===== src/rtl/toll_accumulator_mc_if.sv =====
// Lane inputs and accumulator status of the toll booth core, grouped for the board wrapper.
`timescale 1ns/1ps
interface toll_accumulator_mc_if #(
  parameter int LANES  = 2,
  parameter int DIGITS = 4,
  parameter int CNT_W  = 8
);
  logic                  clr;
  logic [2*LANES-1:0]    eixos;
  logic [4*LANES-1:0]    peso;
  logic [LANES-1:0]      key_n;
  logic [2*LANES-1:0]    cat;
  logic [8*LANES-1:0]    valor_bcd;
  logic [4*DIGITS-1:0]   total_bcd;
  logic [2:0]            grant;
  logic                  busy;
  logic                  done;
  logic                  err;
  logic                  ovf;
  logic [CNT_W-1:0]      veh_cnt;
  logic [CNT_W-1:0]      err_cnt;

  modport master (
    output clr, eixos, peso, key_n,
    input  cat, valor_bcd, total_bcd, grant, busy, done, err, ovf, veh_cnt, err_cnt
  );

  modport slave (
    input  clr, eixos, peso, key_n,
    output cat, valor_bcd, total_bcd, grant, busy, done, err, ovf, veh_cnt, err_cnt
  );
endinterface


===== src/rtl/toll_accumulator_mc.sv =====
// Multi-lane toll core: per-lane classification, key edge capture, round-robin grant
// and a digit-serial saturating BCD accumulator.
`timescale 1ns/1ps
module toll_accumulator_mc #(
  parameter int LANES  = 2,
  parameter int DIGITS = 4,
  parameter int CNT_W  = 8,
  parameter int LIM1   = 7,
  parameter int LIM2   = 12,
  parameter int TAR1   = 10,
  parameter int TAR2   = 25,
  parameter int TAR3   = 50
) (
  input logic            CLOCK_50,
  input logic            rst_n,
  toll_accumulator_mc_if.slave bus
);

  localparam int                IDX_W    = $clog2(DIGITS);
  localparam logic [IDX_W-1:0]  LAST     = IDX_W'(DIGITS - 1);
  localparam logic [3:0]        LIM1_W   = 4'(LIM1);
  localparam logic [3:0]        LIM2_W   = 4'(LIM2);
  localparam logic [7:0]        TAR1_BCD = {4'(TAR1 / 10), 4'(TAR1 % 10)};
  localparam logic [7:0]        TAR2_BCD = {4'(TAR2 / 10), 4'(TAR2 % 10)};
  localparam logic [7:0]        TAR3_BCD = {4'(TAR3 / 10), 4'(TAR3 % 10)};

  typedef enum logic {IDLE, ADD} state_t;

  state_t           state, state_n;
  logic [LANES-1:0] sync1, sync2, key_d, fall, pending, grant_mask;
  logic [1:0]       cat_arr [LANES];
  logic [3:0]       total [DIGITS];
  logic [IDX_W-1:0] idx;
  logic             carry;
  logic [7:0]       addend;
  logic [2:0]       grant;
  logic             done, err, ovf;
  logic [CNT_W-1:0] veh_cnt, err_cnt;

  logic             take, found_hi, found_lo;
  logic [2:0]       sel, hi_sel, lo_sel;
  logic [1:0]       sel_cat;
  logic [3:0]       add_dig, sum_dig;
  logic [4:0]       sum;
  logic             cout;

  function automatic logic [7:0] tariff(input logic [1:0] c);
    case (c)
      2'd1:    return TAR1_BCD;
      2'd2:    return TAR2_BCD;
      2'd3:    return TAR3_BCD;
      default: return 8'h00;
    endcase
  endfunction

  // NOTE: every output of a combinational block gets a default before any branch,
  // otherwise a missed path holds its old value and synthesis infers a latch.
  always_comb begin
    for (int i = 0; i < LANES; i++) begin
      cat_arr[i] = 2'd0;
      if (bus.peso[4*i +: 4] <= LIM1_W && bus.eixos[2*i +: 2] == 2'd0)
        cat_arr[i] = 2'd1;
      else if (bus.peso[4*i +: 4] <= LIM2_W && bus.eixos[2*i +: 2] == 2'd1)
        cat_arr[i] = 2'd2;
      else if (bus.peso[4*i +: 4] > LIM2_W && bus.eixos[2*i +: 2] >= 2'd2)
        cat_arr[i] = 2'd3;
      bus.cat[2*i +: 2]       = cat_arr[i];
      bus.valor_bcd[8*i +: 8] = tariff(cat_arr[i]);
    end
  end

  // NOTE: sequential state uses non-blocking assignments so every flop samples
  // pre-edge values; blocking here would collapse the synchroniser into one stage.
  always_ff @(posedge CLOCK_50 or negedge rst_n) begin
    if (!rst_n) begin
      sync1 <= '1;
      sync2 <= '1;
      key_d <= '1;
    end else begin
      sync1 <= bus.key_n;
      sync2 <= sync1;
      key_d <= sync2;
    end
  end

  assign fall = key_d & ~sync2;

  // A new edge re-sets pending even on the cycle its lane is granted.
  always_ff @(posedge CLOCK_50 or negedge rst_n) begin
    if (!rst_n)       pending <= '0;
    else if (bus.clr) pending <= '0;
    else              pending <= (pending & ~grant_mask) | fall;
  end

  always_comb begin
    state_n    = state;
    take       = 1'b0;
    found_hi   = 1'b0;
    found_lo   = 1'b0;
    hi_sel     = 3'd0;
    lo_sel     = 3'd0;
    sel_cat    = 2'd0;
    grant_mask = '0;
    // Lowest pending lane above the last grant wins, else lowest at or below it.
    for (int l = LANES - 1; l >= 0; l--) begin
      if (pending[l]) begin
        if (3'(l) > grant) begin hi_sel = 3'(l); found_hi = 1'b1; end
        else               begin lo_sel = 3'(l); found_lo = 1'b1; end
      end
    end
    sel = found_hi ? hi_sel : lo_sel;
    for (int l = 0; l < LANES; l++)
      if (3'(l) == sel) sel_cat = cat_arr[l];
    case (state)
      IDLE: if (found_hi || found_lo) begin
        take    = 1'b1;
        state_n = (sel_cat == 2'd0) ? IDLE : ADD;
      end
      ADD:  if (idx == LAST) state_n = IDLE;
      default: state_n = IDLE;
    endcase
    if (bus.clr) begin
      take    = 1'b0;
      state_n = IDLE;
    end
    for (int l = 0; l < LANES; l++)
      if (take && 3'(l) == sel) grant_mask[l] = 1'b1;
  end

  always_comb begin
    add_dig = 4'd0;
    if (idx == IDX_W'(0))      add_dig = addend[3:0];
    else if (idx == IDX_W'(1)) add_dig = addend[7:4];
    sum     = {1'b0, total[idx]} + {1'b0, add_dig} + {4'd0, carry};
    cout    = (sum >= 5'd10);
    sum_dig = cout ? 4'(sum - 5'd10) : sum[3:0];
  end

  always_ff @(posedge CLOCK_50 or negedge rst_n) begin
    if (!rst_n) state <= IDLE;
    else        state <= state_n;
  end

  // NOTE: the digit array is a handful of flops feeding the displays, so it is reset
  // like any other register rather than treated as an uninitialised memory.
  always_ff @(posedge CLOCK_50 or negedge rst_n) begin
    if (!rst_n) begin
      for (int d = 0; d < DIGITS; d++) total[d] <= 4'd0;
      idx     <= '0;
      carry   <= 1'b0;
      addend  <= 8'h00;
      grant   <= 3'd0;
      done    <= 1'b0;
      err     <= 1'b0;
      ovf     <= 1'b0;
      veh_cnt <= '0;
      err_cnt <= '0;
    end else if (bus.clr) begin
      for (int d = 0; d < DIGITS; d++) total[d] <= 4'd0;
      idx     <= '0;
      carry   <= 1'b0;
      done    <= 1'b0;
      err     <= 1'b0;
      ovf     <= 1'b0;
      veh_cnt <= '0;
      err_cnt <= '0;
    end else begin
      done <= 1'b0;
      err  <= 1'b0;
      if (take) begin
        grant <= sel;
        if (sel_cat == 2'd0) begin
          err     <= 1'b1;
          err_cnt <= err_cnt + CNT_W'(1);
        end else begin
          addend <= tariff(sel_cat);
          idx    <= '0;
          carry  <= 1'b0;
        end
      end
      if (state == ADD) begin
        // Once saturated the total stays frozen at all-9s.
        if (!ovf) total[idx] <= sum_dig;
        carry <= cout;
        idx   <= idx + 1'b1;
        if (idx == LAST) begin
          done    <= 1'b1;
          veh_cnt <= veh_cnt + CNT_W'(1);
          if (cout) begin
            for (int d = 0; d < DIGITS; d++) total[d] <= 4'd9;
            ovf <= 1'b1;
          end
        end
      end
    end
  end

  always_comb begin
    for (int d = 0; d < DIGITS; d++) bus.total_bcd[4*d +: 4] = total[d];
  end

  assign bus.grant   = grant;
  assign bus.busy    = (state != IDLE);
  assign bus.done    = done;
  assign bus.err     = err;
  assign bus.ovf     = ovf;
  assign bus.veh_cnt = veh_cnt;
  assign bus.err_cnt = err_cnt;

endmodule


===== src/flat_wrapper.sv =====
// flat-port wrapper written by rule: the top's interface ports become plain ports
module toll_accumulator_mc_flat 
#(
  parameter int LANES  = 2,
  parameter int DIGITS = 4,
  parameter int CNT_W  = 8,
  parameter int LIM1   = 7,
  parameter int LIM2   = 12,
  parameter int TAR1   = 10,
  parameter int TAR2   = 25,
  parameter int TAR3   = 50
)
  (CLOCK_50, rst_n, bus_clr, bus_eixos, bus_peso, bus_key_n, bus_cat, bus_valor_bcd, bus_total_bcd, bus_grant, bus_busy, bus_done, bus_err, bus_ovf, bus_veh_cnt, bus_err_cnt);
  toll_accumulator_mc_if #(.LANES(LANES), .DIGITS(DIGITS), .CNT_W(CNT_W)) bus_i ();
  input logic CLOCK_50;
  input logic rst_n;
  input wire logic [$bits(bus_i.clr)-1:0] bus_clr;
  input wire logic [$bits(bus_i.eixos)-1:0] bus_eixos;
  input wire logic [$bits(bus_i.peso)-1:0] bus_peso;
  input wire logic [$bits(bus_i.key_n)-1:0] bus_key_n;
  output wire logic [$bits(bus_i.cat)-1:0] bus_cat;
  output wire logic [$bits(bus_i.valor_bcd)-1:0] bus_valor_bcd;
  output wire logic [$bits(bus_i.total_bcd)-1:0] bus_total_bcd;
  output wire logic [$bits(bus_i.grant)-1:0] bus_grant;
  output wire logic [$bits(bus_i.busy)-1:0] bus_busy;
  output wire logic [$bits(bus_i.done)-1:0] bus_done;
  output wire logic [$bits(bus_i.err)-1:0] bus_err;
  output wire logic [$bits(bus_i.ovf)-1:0] bus_ovf;
  output wire logic [$bits(bus_i.veh_cnt)-1:0] bus_veh_cnt;
  output wire logic [$bits(bus_i.err_cnt)-1:0] bus_err_cnt;
  assign bus_i.clr = bus_clr;
  assign bus_i.eixos = bus_eixos;
  assign bus_i.peso = bus_peso;
  assign bus_i.key_n = bus_key_n;
  assign bus_cat = bus_i.cat;
  assign bus_valor_bcd = bus_i.valor_bcd;
  assign bus_total_bcd = bus_i.total_bcd;
  assign bus_grant = bus_i.grant;
  assign bus_busy = bus_i.busy;
  assign bus_done = bus_i.done;
  assign bus_err = bus_i.err;
  assign bus_ovf = bus_i.ovf;
  assign bus_veh_cnt = bus_i.veh_cnt;
  assign bus_err_cnt = bus_i.err_cnt;
  toll_accumulator_mc #(.LANES(LANES), .DIGITS(DIGITS), .CNT_W(CNT_W), .LIM1(LIM1), .LIM2(LIM2), .TAR1(TAR1), .TAR2(TAR2), .TAR3(TAR3)) u_core (.CLOCK_50(CLOCK_50), .rst_n(rst_n), .bus(bus_i));
endmodule

===== config.mk =====
export PLATFORM = sky130hd
export DESIGN_NAME = toll_accumulator_mc_flat
export DESIGN_NICKNAME = d
export VERILOG_FILES = /design/src/rtl/toll_accumulator_mc_if.sv /design/src/rtl/toll_accumulator_mc.sv /design/src/flat_wrapper.sv
export SDC_FILE = /design/constraint.sdc
export NUM_CORES = 1
export LEC_CHECK = 0
export CAP_MARGIN = 20
export CORE_UTILIZATION = 40
export CTS_CLUSTER_DIAMETER = 30
export DETAILED_ROUTE_END_ITERATION = 6
export PLACE_DENSITY = 0.65
export REMOVE_ABC_BUFFERS = 1
export SLEW_MARGIN = 20
export SYNTH_ARGS = -nofsm -noshare
export SYNTH_HDL_FRONTEND = slang
export SYNTH_SLANG_ARGS = --single-unit

===== constraint.sdc =====
create_clock -name CLOCK_50 -period 5.3 [get_ports CLOCK_50]
set_input_delay 1.59 -clock CLOCK_50 [delete_from_list [all_inputs] [get_ports CLOCK_50]]
set_output_delay 1.59 -clock CLOCK_50 [all_outputs]
set_load 0.02 [all_outputs]

==> results of run 1 <==
## flip-flops by register name (all words and copies together), names as in the netlist
name,cells
u_core.key_d,2
u_core.bus.err,1
u_core.idx,2
u_core.bus.grant,1
u_core.pending,2
u_core.carry,1
u_core.sync1,2
u_core.bus.ovf,1
u_core.bus.total_bcd,16
u_core.bus.busy,1
u_core.bus.err_cnt,8
u_core.bus.done,1
u_core.addend,3
u_core.sync2,2
u_core.bus.veh_cnt,8
## cell type report
type                            count  area share (%)
Clock inverter                      2           0.347
Timing Repair Buffer               71            17.6
Clock buffer                        6            2.08
Multi-Input combinational cell    233            41.8
Inverter                           27            2.56
Tap cell                          102            3.22
Sequential cell                    51            32.4
## routing by layer
layer,vias to the layer above,GRT usage [%],wire length [µm]
met5,-,0,0
met3,5,3.02,295
met2,55,29.2,3480
met1,1282,25.4,3410
li1,1284,-,-
met4,0,3.57,56
## cell usage after synthesis, types with 3 or more instances
library cell | number | share of area [%]
dfrtp_1 | 45 | 36
nand2_1 | 28 | 3.3
inv_1 | 27 | 3.2
nor2_1 | 26 | 3.1
nor2b_1 | 17 | 3.4
a21oi_1 | 15 | 2.4
buf_4 | 13 | 3.1
ha_1 | 9 | 3.6
o21ai_0 | 9 | 1.4
nand3_1 | 8 | 1.3
a221oi_1 | 6 | 1.7
clkbuf_1 | 6 | 0.71
dfstp_2 | 6 | 5.0
nand2b_1 | 6 | 1.2
a21boi_1 | 5 | 1.2
o31ai_1 | 5 | 1.2
o32ai_1 | 5 | 1.4
a21o_1 | 4 | 0.95
xor2_1 | 4 | 1.1
a2bb2o_2 | 3 | 1.1
and2_1 | 3 | 0.59
and3_1 | 3 | 0.59
mux2_2 | 3 | 1.1
mux4_1 | 3 | 2.5
nand3b_1 | 3 | 0.71
nor3_1 | 3 | 0.47
o211a_1 | 3 | 0.95
## worst max-delay path, stage by stage
cell,delay [ns]
clkdlybuf4s50_1,0.58
o2111ai_1,0.30
o21ai_1,0.24
clkdlybuf4s50_1,0.65
## cell families (layout without fill, tap and decap cells)
family | Yosys count | count (layout) | synth area share [%]
other | 1 | 8 | 0.118
and+or+nand+nor | 109 | 109 | 17.9
buffers and inverters | 51 | 106 | 7.91
adders and majority gates | 11 | 11 | 4.82
muxes | 9 | 9 | 4.98
AOI/OAI and AO/OA | 90 | 90 | 22.1
DFF | 51 | 51 | 40.6
xor gates and xnor gates | 6 | 6 | 1.66
## worst min-delay path by stage
stage,startpoint,depth (start not counted),end
3_5_place_dp,u_core.sync1[1],0,u_core.sync2[1]
5_1_grt,u_core.sync2[0],0,u_core.key_d[0]
6_report,u_core.sync2[0],0,u_core.key_d[0]
3_3_place_gp,u_core.sync1[1],0,u_core.sync2[1]
2_1_floorplan,u_core.sync1[0],0,u_core.sync2[0]
4_1_cts,u_core.sync1[1],0,u_core.sync2[1]
## metrics by stage
stage	setup slack (ns)	hold WS, ns	total power, mW	util (%)
after floorplan	1.12	0.345	0.592	-
after CTS	0.356	0.361	0.931	51.5
final	0.343	0.361	0.922	51.5
after detailed placement	0.356	0.347	0.686	50.3
after global placement	0.380	0.346	0.683	50.3
after global routing	0.240	0.367	0.974	51.5
## power by group through the flow
stage	Clock (mW)	Combinational (mW)	Sequential [mW]
2_1_floorplan	0	0.149	0.443
3_3_place_gp	0	0.247	0.436
3_5_place_dp	0	0.248	0.438
4_1_cts	0.252	0.249	0.430
5_1_grt	0.270	0.271	0.433
6_report	0.243	0.249	0.430
==> out/summary.json, run 1 <==
{
  "gp_congestion": 0.857,
  "io_buffer_count": 67,
  "number_of_ports_placed_on_the_die_boundary": 76,
  "clock_power_share_pct": 26.4,
  "number_of_antenna_violations_at_the_first_check_in_global_routing": 0,
  "status": "finished, final reports clean",
  "cts_setup_buffers": 0,
  "worstSetupPathType": "in2out",
  "synthCells": 328,
  "crit_arrival_ns": 3.37,
  "synth-edff-count": 0,
  "p_seq_share_pct": 46.6,
  "fillCellCount": 739,
  "final_nets": 417,
  "rr_endpoint": "u_core.bus.total_bcd[2]",
  "worst-slew-pin-transition_ns": 0.889,
  "combined_area_of_all_synthesized_cells_um2": 3170,
  "primary_flip_flop_cell_chosen_by_synthesis_mapping": "dfrtp_1",
  "start_util_pct": 41.2,
  "dp_hpwl_um": 5420,
  "die_w_um": 91.0,
  "clock.fmax_mhz": 202,
  "worst_setup_path_endpoint": "bus_cat[3]",
  "vias_per_cell": 5.34,
  "post_drt_wl_per_cell_um": 14.7,
  "synthesis.yosys.warnings": 0,
  "routed_wirelength_um": 7240,
  "placed_instances": 484,
  "num_cts_buffers": 5,
  "synth-seq-cells": 51,
  "finalNonFillerCells": 492,
  "latest_clock_arrival_within_the_worst_skew_pair_ns": 0.31,
  "final_antenna_net_count": 0,
  "critPathMaxFanout": 7,
  "crit_required_ns": 3.71,
  "postLayoutCellArea_um2": 3960,
  "power_switching_share_pct": 32.8,
  "placed_cell_area_um2": 3870,
  "fin_skew_ns": 0.0159,
  "tritoncts_clock_tree": "built",
  "max_slew_margin_pct": 39.2,
  "core_um2": 7690,
  "share_comb_of_total_power_pct": 27.0,
  "grt.total_usage_pct": 18.0,
  "start_kind": "input pin",
  "multiInputGateArea_um2": 1660,
  "flow.area_growth_from_synthesis_pct": 25.2,
  "vias": 2626,
  "timing.max_cap.violations": 0,
  "timing_max_transition_violations_final": 0,
  "layout_min_cycle_time_ns": 4.96,
  "mostFrequentLayoutCell": "clkdlybuf4s50_1",
  "clk_transition_reported_paths_ns": 0.10,
  "gr-total-overflow": 0,
  "layout.cells.most_common_list": "66 x clkdlybuf4s50_1, 45 x dfrtp_1, 28 x nand2_1",
  "power_report.internal_total_mw": 0.620,
  "peakVddDrop_mv": 0.156,
  "worst_setup_path_end_kind": "output pin",
  "netlist-cell-type-count": 69,
  "final.setup.tns_ns": 0,
  "antenna_cells": 0,
  "ff2ff_setup_slack_ns": 0.74,
  "clk_path_buf_depth": 2,
  "ys_seq_area_share_pct": 40.6,
  "layout-drive-gt1-share_pct": 9.74,
  "cts.sink_count": 51,
  "num_rows": 32,
  "cts.repair.resized": 0,
  "dr.pass1.iters": 4,
  "critPathLaunch": "bus_eixos[3]",
  "setup_viol": 0,
  "hold_violations": 0,
  "ff_latch_area_um2": 1280,
  "worst_hold_path_type": "reg2reg",
  "rsz0062_at_grt": "false",
  "cts_hold_buffers": 0,
  "fp.dieArea_um2": 8270,
  "drt_drc_violations_left": 0,
  "ctsRootBufferMaster": "clkbuf_8",
  "switching_power_mw": 0.302,
  "avgSynthCellArea_um2": 9.65,
  "grt_max_degree": 52,
  "postSynth.asyncResetShare_pct": 100,
  "worstReg2RegStart": "u_core.idx[0]",
  "reg2reg_depth": 13,
  "cellPowerDensity_nw_per_um2": 233,
  "number_of_global_route_vias_before_repair": 2426,
  "leakage_nw": 1.66,
  "dieHeight_um": 91.0,
  "final.period_utilization_pct": 93.5,
  "drtIter0Drc": 157,
  "grt_pass1_wl_um": 12000,
  "htreeDepth": 2
}
(Power assumes the default switching activity.)
==> run 2: changes to the inputs <==
--- a/config.mk
+++ b/config.mk
@@ -8,6 +8,7 @@
 export CAP_MARGIN = 20
 export CORE_UTILIZATION = 40
 export CTS_CLUSTER_DIAMETER = 30
+export CTS_CLUSTER_SIZE = 25
 export DETAILED_ROUTE_END_ITERATION = 6
 export PLACE_DENSITY = 0.65
 export REMOVE_ABC_BUFFERS = 1
==> results of run 2 <==
No change in the layout: final DEF, timing and power equal those of run 1.
